### config.mk
export PLATFORM = sky130hd
export DESIGN_NAME = jedro_1_branch_unit
export DESIGN_NICKNAME = d
export VERILOG_FILES = /design/src/rtl/jedro_1_defines.sv /design/src/rtl/jedro_1_branch_cmp.sv /design/src/rtl/jedro_1_branch_unit.sv
export SDC_FILE = /design/constraint.sdc
export NUM_CORES = 1
export LEC_CHECK = 0
export BUFFER_PORTS_ARGS = -buffer_cell sky130_fd_sc_hd__buf_2
export CELL_PAD_IN_SITES_DETAIL_PLACEMENT = 1
export CELL_PAD_IN_SITES_GLOBAL_PLACEMENT = 1
export CORE_UTILIZATION = 34
export DETAILED_ROUTE_END_ITERATION = 8
export PLACE_DENSITY_LB_ADDON = 0.1
export REMOVE_ABC_BUFFERS = 1
export SYNTH_ARGS = -nofsm -noshare
export SYNTH_HDL_FRONTEND = slang
export SYNTH_HIERARCHICAL = 1
export SYNTH_SLANG_ARGS = --single-unit
### constraint.sdc
create_clock -name clk_i -period 3.2 [get_ports clk_i]
set_input_delay 0.16 -clock clk_i [delete_from_list [all_inputs] [get_ports clk_i]]
set_output_delay 0.16 -clock clk_i [all_outputs]
set_load 0.01 [all_outputs]
### src/rtl/jedro_1_defines.sv
// ============================================================================
// Module      : jedro_1_defines (package)
// Description : Branch funct3 encodings and branch-unit FSM state type.
// Revision    : 1.0 - initial release
// ============================================================================
`default_nettype none

package jedro_1_defines;

  localparam logic [2:0] BR_EQ  = 3'b000;
  localparam logic [2:0] BR_NE  = 3'b001;
  localparam logic [2:0] BR_LT  = 3'b100;
  localparam logic [2:0] BR_GE  = 3'b101;
  localparam logic [2:0] BR_LTU = 3'b110;
  localparam logic [2:0] BR_GEU = 3'b111;

  typedef enum logic [0:0] {
    BR_IDLE  = 1'b0,
    BR_FLUSH = 1'b1
  } br_state_e;

endpackage : jedro_1_defines

`default_nettype wire

### src/rtl/jedro_1_branch_cmp.sv
// ============================================================================
// Module      : jedro_1_branch_cmp
// Description : Combinational RV32I branch comparator (taken / illegal).
// Revision    : 1.0 - initial release
// ============================================================================
`default_nettype none

module jedro_1_branch_cmp
  import jedro_1_defines::*;
#(
  parameter int DATA_WIDTH = 32
) (
  input  logic [2:0]            funct3_i,
  input  logic [DATA_WIDTH-1:0] rs1_data_i,
  input  logic [DATA_WIDTH-1:0] rs2_data_i,
  output logic                  taken_o,
  output logic                  illegal_o
);

  logic w_eq;
  logic w_lt;
  logic w_ltu;

  assign w_eq  = (rs1_data_i == rs2_data_i);
  assign w_lt  = ($signed(rs1_data_i) < $signed(rs2_data_i));
  assign w_ltu = (rs1_data_i < rs2_data_i);

  always_comb begin
    taken_o   = 1'b0;
    illegal_o = 1'b0;
    case (funct3_i)
      BR_EQ:   taken_o = w_eq;
      BR_NE:   taken_o = ~w_eq;
      BR_LT:   taken_o = w_lt;
      BR_GE:   taken_o = ~w_lt;
      BR_LTU:  taken_o = w_ltu;
      BR_GEU:  taken_o = ~w_ltu;
      default: illegal_o = 1'b1;
    endcase
  end

endmodule : jedro_1_branch_cmp

`default_nettype wire

### src/rtl/jedro_1_branch_unit.sv
// ============================================================================
// Module      : jedro_1_branch_unit
// Description : Branch resolution unit with registered redirect and
//               multi-cycle flush. Optional statistics counters are enabled
//               by defining JEDRO_1_BRANCH_STATS_EN.
// Revision    : 1.0 - initial release
// ============================================================================
`default_nettype none

module jedro_1_branch_unit
  import jedro_1_defines::*;
#(
  parameter int DATA_WIDTH   = 32,
  parameter int ADDR_WIDTH   = 32,
  parameter int FLUSH_CYCLES = 2
) (
  input  logic                  clk_i,
  input  logic                  rst_i,
  input  logic                  valid_i,
  output logic                  ready_o,
  input  logic [2:0]            funct3_i,
  input  logic [DATA_WIDTH-1:0] rs1_data_i,
  input  logic [DATA_WIDTH-1:0] rs2_data_i,
  input  logic [ADDR_WIDTH-1:0] pc_i,
  input  logic [ADDR_WIDTH-1:0] imm_i,
  output logic                  jmp_o,
  output logic [ADDR_WIDTH-1:0] jmp_addr_o,
  output logic                  flush_o,
  output logic                  misaligned_o,
  output logic                  illegal_o
`ifdef JEDRO_1_BRANCH_STATS_EN
  ,
  output logic [31:0]           taken_cnt_o,
  output logic [31:0]           total_cnt_o
`endif
);

  localparam int CNT_W = $clog2(FLUSH_CYCLES + 1);
  localparam logic [CNT_W-1:0] FLUSH_LOAD = CNT_W'(FLUSH_CYCLES);
  localparam logic [CNT_W-1:0] CNT_ONE    = CNT_W'(1);

  br_state_e             state_q, state_d;
  logic [CNT_W-1:0]      cnt_q, cnt_d;
  logic                  jmp_q, jmp_d;
  logic                  mis_q, mis_d;
  logic                  ill_q, ill_d;
  logic [ADDR_WIDTH-1:0] addr_q, addr_d;

  logic                  w_taken;
  logic                  w_illegal;
  logic                  w_accept;
  logic [ADDR_WIDTH-1:0] w_target;

  jedro_1_branch_cmp #(
    .DATA_WIDTH (DATA_WIDTH)
  ) u_cmp (
    .funct3_i   (funct3_i),
    .rs1_data_i (rs1_data_i),
    .rs2_data_i (rs2_data_i),
    .taken_o    (w_taken),
    .illegal_o  (w_illegal)
  );

  // Modulo-2^ADDR_WIDTH add; overflow is intentionally dropped.
  assign w_target = pc_i + imm_i;
  assign ready_o  = (state_q == BR_IDLE);
  assign w_accept = valid_i & ready_o;

  always_comb begin
    state_d = state_q;
    cnt_d   = cnt_q;
    jmp_d   = 1'b0;
    mis_d   = 1'b0;
    ill_d   = 1'b0;
    addr_d  = addr_q;
    case (state_q)
      BR_IDLE: begin
        if (w_accept) begin
          addr_d = w_target;
          if (w_illegal) begin
            ill_d = 1'b1;
          end else if (w_taken) begin
            if (w_target[1:0] == 2'b00) begin
              jmp_d   = 1'b1;
              state_d = BR_FLUSH;
              cnt_d   = FLUSH_LOAD;
            end else begin
              mis_d = 1'b1;
            end
          end
        end
      end
      BR_FLUSH: begin
        // Counter holds the flush cycles still to run including this one.
        cnt_d = cnt_q - CNT_ONE;
        if (cnt_q == CNT_ONE) begin
          state_d = BR_IDLE;
        end
      end
      default: state_d = BR_IDLE;
    endcase
  end

  always_ff @(posedge clk_i) begin
    if (rst_i) begin
      state_q <= BR_IDLE;
      cnt_q   <= '0;
      jmp_q   <= 1'b0;
      mis_q   <= 1'b0;
      ill_q   <= 1'b0;
      addr_q  <= '0;
    end else begin
      state_q <= state_d;
      cnt_q   <= cnt_d;
      jmp_q   <= jmp_d;
      mis_q   <= mis_d;
      ill_q   <= ill_d;
      addr_q  <= addr_d;
    end
  end

  assign jmp_o        = jmp_q;
  assign jmp_addr_o   = addr_q;
  assign flush_o      = (state_q == BR_FLUSH);
  assign misaligned_o = mis_q;
  assign illegal_o    = ill_q;

`ifdef JEDRO_1_BRANCH_STATS_EN
  logic [31:0] taken_cnt_q;
  logic [31:0] total_cnt_q;

  always_ff @(posedge clk_i) begin
    if (rst_i) begin
      taken_cnt_q <= '0;
      total_cnt_q <= '0;
    end else if (w_accept && !w_illegal) begin
      total_cnt_q <= total_cnt_q + 32'd1;
      if (w_taken) begin
        taken_cnt_q <= taken_cnt_q + 32'd1;
      end
    end
  end

  assign taken_cnt_o = taken_cnt_q;
  assign total_cnt_o = total_cnt_q;
`endif

endmodule : jedro_1_branch_unit

`default_nettype wire

# Word level (Yosys, flattened, before mapping)
# Index checks and enable logic that the tools add are counted.
# op_classes
muxes	14
addsub	2
n_reduce_logical	8
bitwise	8
eq_ne	11
n_lt_le_gt_ge	2
# ops
operator	count
$lt 32x32->1	2
$add 32x32->32	1
$eq 32x32->1	1
$eq 3x3->1 const B	4
$mux 2	4
$mux 1	7
$not 1->1	7
$ne 2x1->1 const B	3
$pmux 1 s6	1
$reduce_or 6->1	1
$reduce_or 5->1	1
$pmux 2 s2	1
$reduce_and 4->1	1
$eq 3x1->1 const B	1
$logic_not 3->1	1
$reduce_or 3->1	1
$eq 2x1->1 const B	1
$logic_not 2->1	1
$ne 2x2->1 const B	1
$pmux 1 s2	1
$reduce_and 2->1	1
$reduce_or 2->1	1
$sub 2x1->2 const B	1
$and 1x1->1	1
# totals
elab_cells	51
in_bits	134
regBits	38
out_inout_bits	37

# Depth between registers and ports, before layout
# logic_depth
depth_word	7
mapped_depth	12
ltp_nobuf	12

# Hierarchy
# Netlist, hierarchy kept.
# by_module_without_submodules
mod	seq_area_each_um2	cells_per_inst	area_per_inst_um2	n_inst
jedro_1_branch_unit	760.7	391	3067.9	1
jedro_1_branch_cmp	0.0	121	870.8	1

# Least setup slack after synthesis
# Ideal clock, no wire load.
# synth_path
kind	input-to-reg
from	input pc_i[0]
to	register addr_q[30], in the netlist jmp_addr_o[30]
arrival_time_ns	2.265
path_stages	9
path_buffers	0
path_slack_ns	0.813
cell_sequence	ha_1 > fa_1 > a21oi_1 > o22ai_1 > o41ai_2 > o41a_4 > and3_1 > o21ai_0 > a221o_1
# synth_between
elab_chain_cells	1
# synth_lines
item	line	source
start: declaration	jedro_1_branch_unit.sv:24	input logic [ADDR_WIDTH-1:0] pc_i,
$add 32x32->32	jedro_1_branch_unit.sv:65	assign w_target = pc_i + imm_i;
end signal: assignment	jedro_1_branch_unit.sv:118	addr_q <= addr_d;
end: declaration	jedro_1_branch_unit.sv:47	logic [ADDR_WIDTH-1:0] addr_q, addr_d;
# No other way between the ends.
# A chain may end at the register's enable or synchronous reset.

# Worst setup path after layout
# layout_path
from	input rs2_data_i[31]
to	register state_q, in the netlist flush_o
# layout_between
elab_chain_cells	7
word_cells_on_any_way	11
cone_classes	order compare: 2; eq/ne: 1; mux: 5; bitwise: 3
# layout_lines
item	line	source
start: declaration	jedro_1_branch_unit.sv:23	input logic [DATA_WIDTH-1:0] rs2_data_i,
$lt 32x32->1 (tied with other cells)	jedro_1_branch_cmp.sv:26	assign w_ltu = (rs1_data_i < rs2_data_i);
$not 1->1 (on tied branches)	jedro_1_branch_cmp.sv:37, jedro_1_branch_cmp.sv:33, jedro_1_branch_cmp.sv:35	
$pmux 1 s6 (*)	jedro_1_branch_cmp.sv:31	case (funct3_i)
via w_taken	jedro_1_branch_unit.sv:49	logic w_taken;
$mux 1 (*) (3 in series)	-	
$pmux 1 s2 (*)	jedro_1_branch_unit.sv:76	case (state_q)
end signal: assignment	jedro_1_branch_unit.sv:113	state_q <= state_d;
end: declaration	jedro_1_branch_unit.sv:42	br_state_e state_q, state_d;
# The timed path passes the listed nets; every way through them passes the cells marked *.

==> impl_results.md <==
- Arr. time, crit path: 2.58 ns
- Clk_lat worst skew: 0.29 ns
- Final wirelength: 12,500 µm
- Port bufs: 170
- Die Y: 110 µm
- Clock Tree Root: clkbuf_16
- CP endpoint kind: register
- Placed cells: 810
- Initial antenna violation count: 0
- Post-synthesis cell area: 3940 µm²
- Crit Path Category: in2reg
- Mux contribution to synthesized area: 0.794%
- Die footprint: 12,000 µm²
- Final TNS setup: 0 ns
- GPL Wtd Cong: 0.831
- Commonest cells after routing, fill and taps aside: 170 x buf_2, 64 x ha_1, 58 x nand2_1, 57 x a21oi_1, 42 x inv_1
- Leading cell type in the layout, fill and taps excluded: buf_2
- DRT antenna net count: 0
- Setup Fix Bufs, Post-CTS: 0
- Tcrit/Tclk final: 73.6%
- Synth Area in XOR/XNOR: 5.11%
- Max Slew Vio Count: 0
- CTS tree: built
- DR iter-0 viols: 106
- Post-Syn Instances: 512
- Area of the multi-input gates: 2930 µm²
- Top_reg_cell synth: dfxtp_1
- Core Rows: 38
- Power density over the cells: 356 nW/µm²
- Setup crit start kind: input port
- Post-CTS resize count: 0
- Post-Synth Simple-Gate Area: 19.9%
- H-tree Lvls: 2
- Post-synth top area cell: ha_1
- Syn Area/Cell: 7.69 µm²
- Post-synth EDFFs: 0
- Vias: 4,343
- Library cells used by synthesis: 68
- I/O Pins: 171
- Max Clock Skew: 0.00423 ns
- Hold WC Path Type: in2reg
- Vias/cell: 5.31
- Post-synth top area share: 20.3%
- Register area: 761 µm²
- Adder-cell share of the synthesized area: 20.8%
- Relative slew slack: 51.4%
- Grt total ovfl: 0
- First-pass GRT wire length: 20,400 µm
- Drc violations: 0
- Most area-consuming cells after synthesis: ha_1 20%, dfxtp_1 19%, a21oi_1 7.2%
- Final hold vios: 0
- Fill count: 1,458
- Synth Area in Compound Gates: 27.7%
- Initial Util: 35.6%
- Finished Layout Cells: 818
- VDD IR-drop max: 0.220 mV
- R2R Setup Slk: 1.36 ns
- DIE WIDTH: 110 µm
- Required time worst endpoint: 3.42 ns
- Seq/Total Area, Yosys: 19.3%
- Setup violation total in the final timing report: 0
- # clock sinks: 38
- Cts hold-fix bufs: 0
- Seq cells post-synth: 38
- GRT Overall Usage: 21.6%
- Async set-reset flop share out of synthesis: 0%
- Crit path max fanout: 4
- Largest net degree at the start of global routing: 24
- Fmax achieved: 425 MHz
- MaxCap Viol Count: 0
- Area Growth Syn to Fin: 28.6%
- Final Critical Period: 2.36 ns
- Least-Margin Pin Slew: 0.727 ns
- Outcome: finished clean
- Yosys warns: 6
- Vias in the first global route: 4,410
- Post-layout nets: 876
- TritonRoute pass-1 iters: 4
- Largest family of logic cells by synthesized area: compound AO/OA/AOI/OAI gates
- Share of cells above drive strength 1: 30.4%
- R2R depth: 5
- CP startpoint: rs2_data_i[31]
- RSZ-0062 raised after global routing: false
- Core area: 11,100 µm²
- Reg-to-Reg Start: flush_o$_SDFF_PP0_
- DP Wirelength: 10,600 µm
- Setup crit end: flush_o$_SDFF_PP0_
- Clock slew at reported path FFs: 0.06 ns
- Lkg Pwr: 2.60 nW
- Reg2reg end: jmp_addr_o[29]$_SDFFE_PP0P_
- Diodes inserted: 0
- Drt wl/cell: 15.3 µm
- Clock Tree Buf Depth: 2
- Num CTS Buffers: 5
[cell type report]
| class | count | share of cell area, % |
|---|---|---|
| Timing Repair Buffer | 175 | 17.5 |
| Sequential cell | 38 | 15.0 |
| Clock buffer | 6 | 2.74 |
| Multi-Input combinational cell | 414 | 57.8 |
| Tap cell | 140 | 3.46 |
| Clock inverter | 2 | 0.247 |
| Inverter | 43 | 3.19 |
[logic make-up after synthesis]
group	count (synthesis)
buffers and inverters	60
xor gates and xnor gates	23
AOI/OAI and AO/OA	160
adders and majority gates	65
and+or+nand+nor	163
DFF	38
muxes	3
[flip-flops by register name (all words and copies together), names as in the netlist]
signal and cells:
jmp_addr_o 32, cnt_q 2, flush_o 1, illegal_o 1, jmp_o 1, misaligned_o 1
[how the worst min path moves through the flow]
stage	startpoint	endpoint	slack [ns]	cells past startpoint
finish	funct3_i[2]	illegal_o$_SDFF_PP0_	0.22	3
global route	funct3_i[2]	illegal_o$_SDFF_PP0_	0.24	3
CTS	funct3_i[2]	illegal_o$_SDFF_PP0_	0.21	3
detailed placement	jmp_addr_o[8]$_SDFFE_PP0P_	jmp_addr_o[8]$_SDFFE_PP0P_	0.45	2
global placement	jmp_addr_o[5]$_SDFFE_PP0P_	jmp_addr_o[5]$_SDFFE_PP0P_	0.44	2
floorplan	rst_i	jmp_addr_o[0]$_SDFFE_PP0P_	0.23	1
[where the power goes]
group	leakage [nW]	internal [W]	switching (W)
registers	0.313	0.000523	0.0000258
clock network	0.0729	0.000309	0.000213
logic	2.22	0.000323	0.000409
total	2.60	0.00115	0.000647
[critical path: stages]
cell and delay (ns):
buf_2 0.08, inv_1 0.03, ha_1 0.33, nand4_1 0.17, or4b_2 0.68, o22ai_1 0.17
or4_1 0.14, a31o_1 0.13, nor2b_1 0.16, nand3_1 0.15, mux2_2 0.29, nor2_1 0.07
[metrics by stage]
step	hold slack [ns]	utilization, %	area, µm²	setup WS, ns	total power (W)
2_1_floorplan	0.229	-	3850	0.813	0.00101
3_3_place_gp	0.436	44.4	4910	0.610	0.00127
3_5_place_dp	0.448	44.4	4910	0.513	0.00129
4_1_cts	0.215	45.7	5070	0.811	0.00183
5_1_grt	0.235	45.7	5070	0.601	0.00194
6_report	0.221	45.7	5070	0.845	0.00180
[layer usage]
layer | vias to the layer above | GRT usage (%) | wire [µm]
li1 | 2202 | - | -
met1 | 2026 | 26.8 | 5870
met2 | 110 | 38.6 | 5940
met3 | 5 | 3.97 | 660
met4 | 0 | 4.38 | 80
met5 | - | 0 | 0
[synthesized netlist by cell type (6+ instances only)]
cell type,count
dfxtp_1,38
inv_1,42
nor2_1,32
o21a_1,8
nand4_1,14
nand2_1,58
ha_1,64
nand3_1,17
xnor2_1,12
o22ai_1,6
a211oi_1,7
o21ai_0,18
a21oi_1,57
clkbuf_1,10
a21o_1,16
a31oi_1,6
nor3_1,10
xor2_1,11
Note: power is estimated with default switching activity, not from simulation.
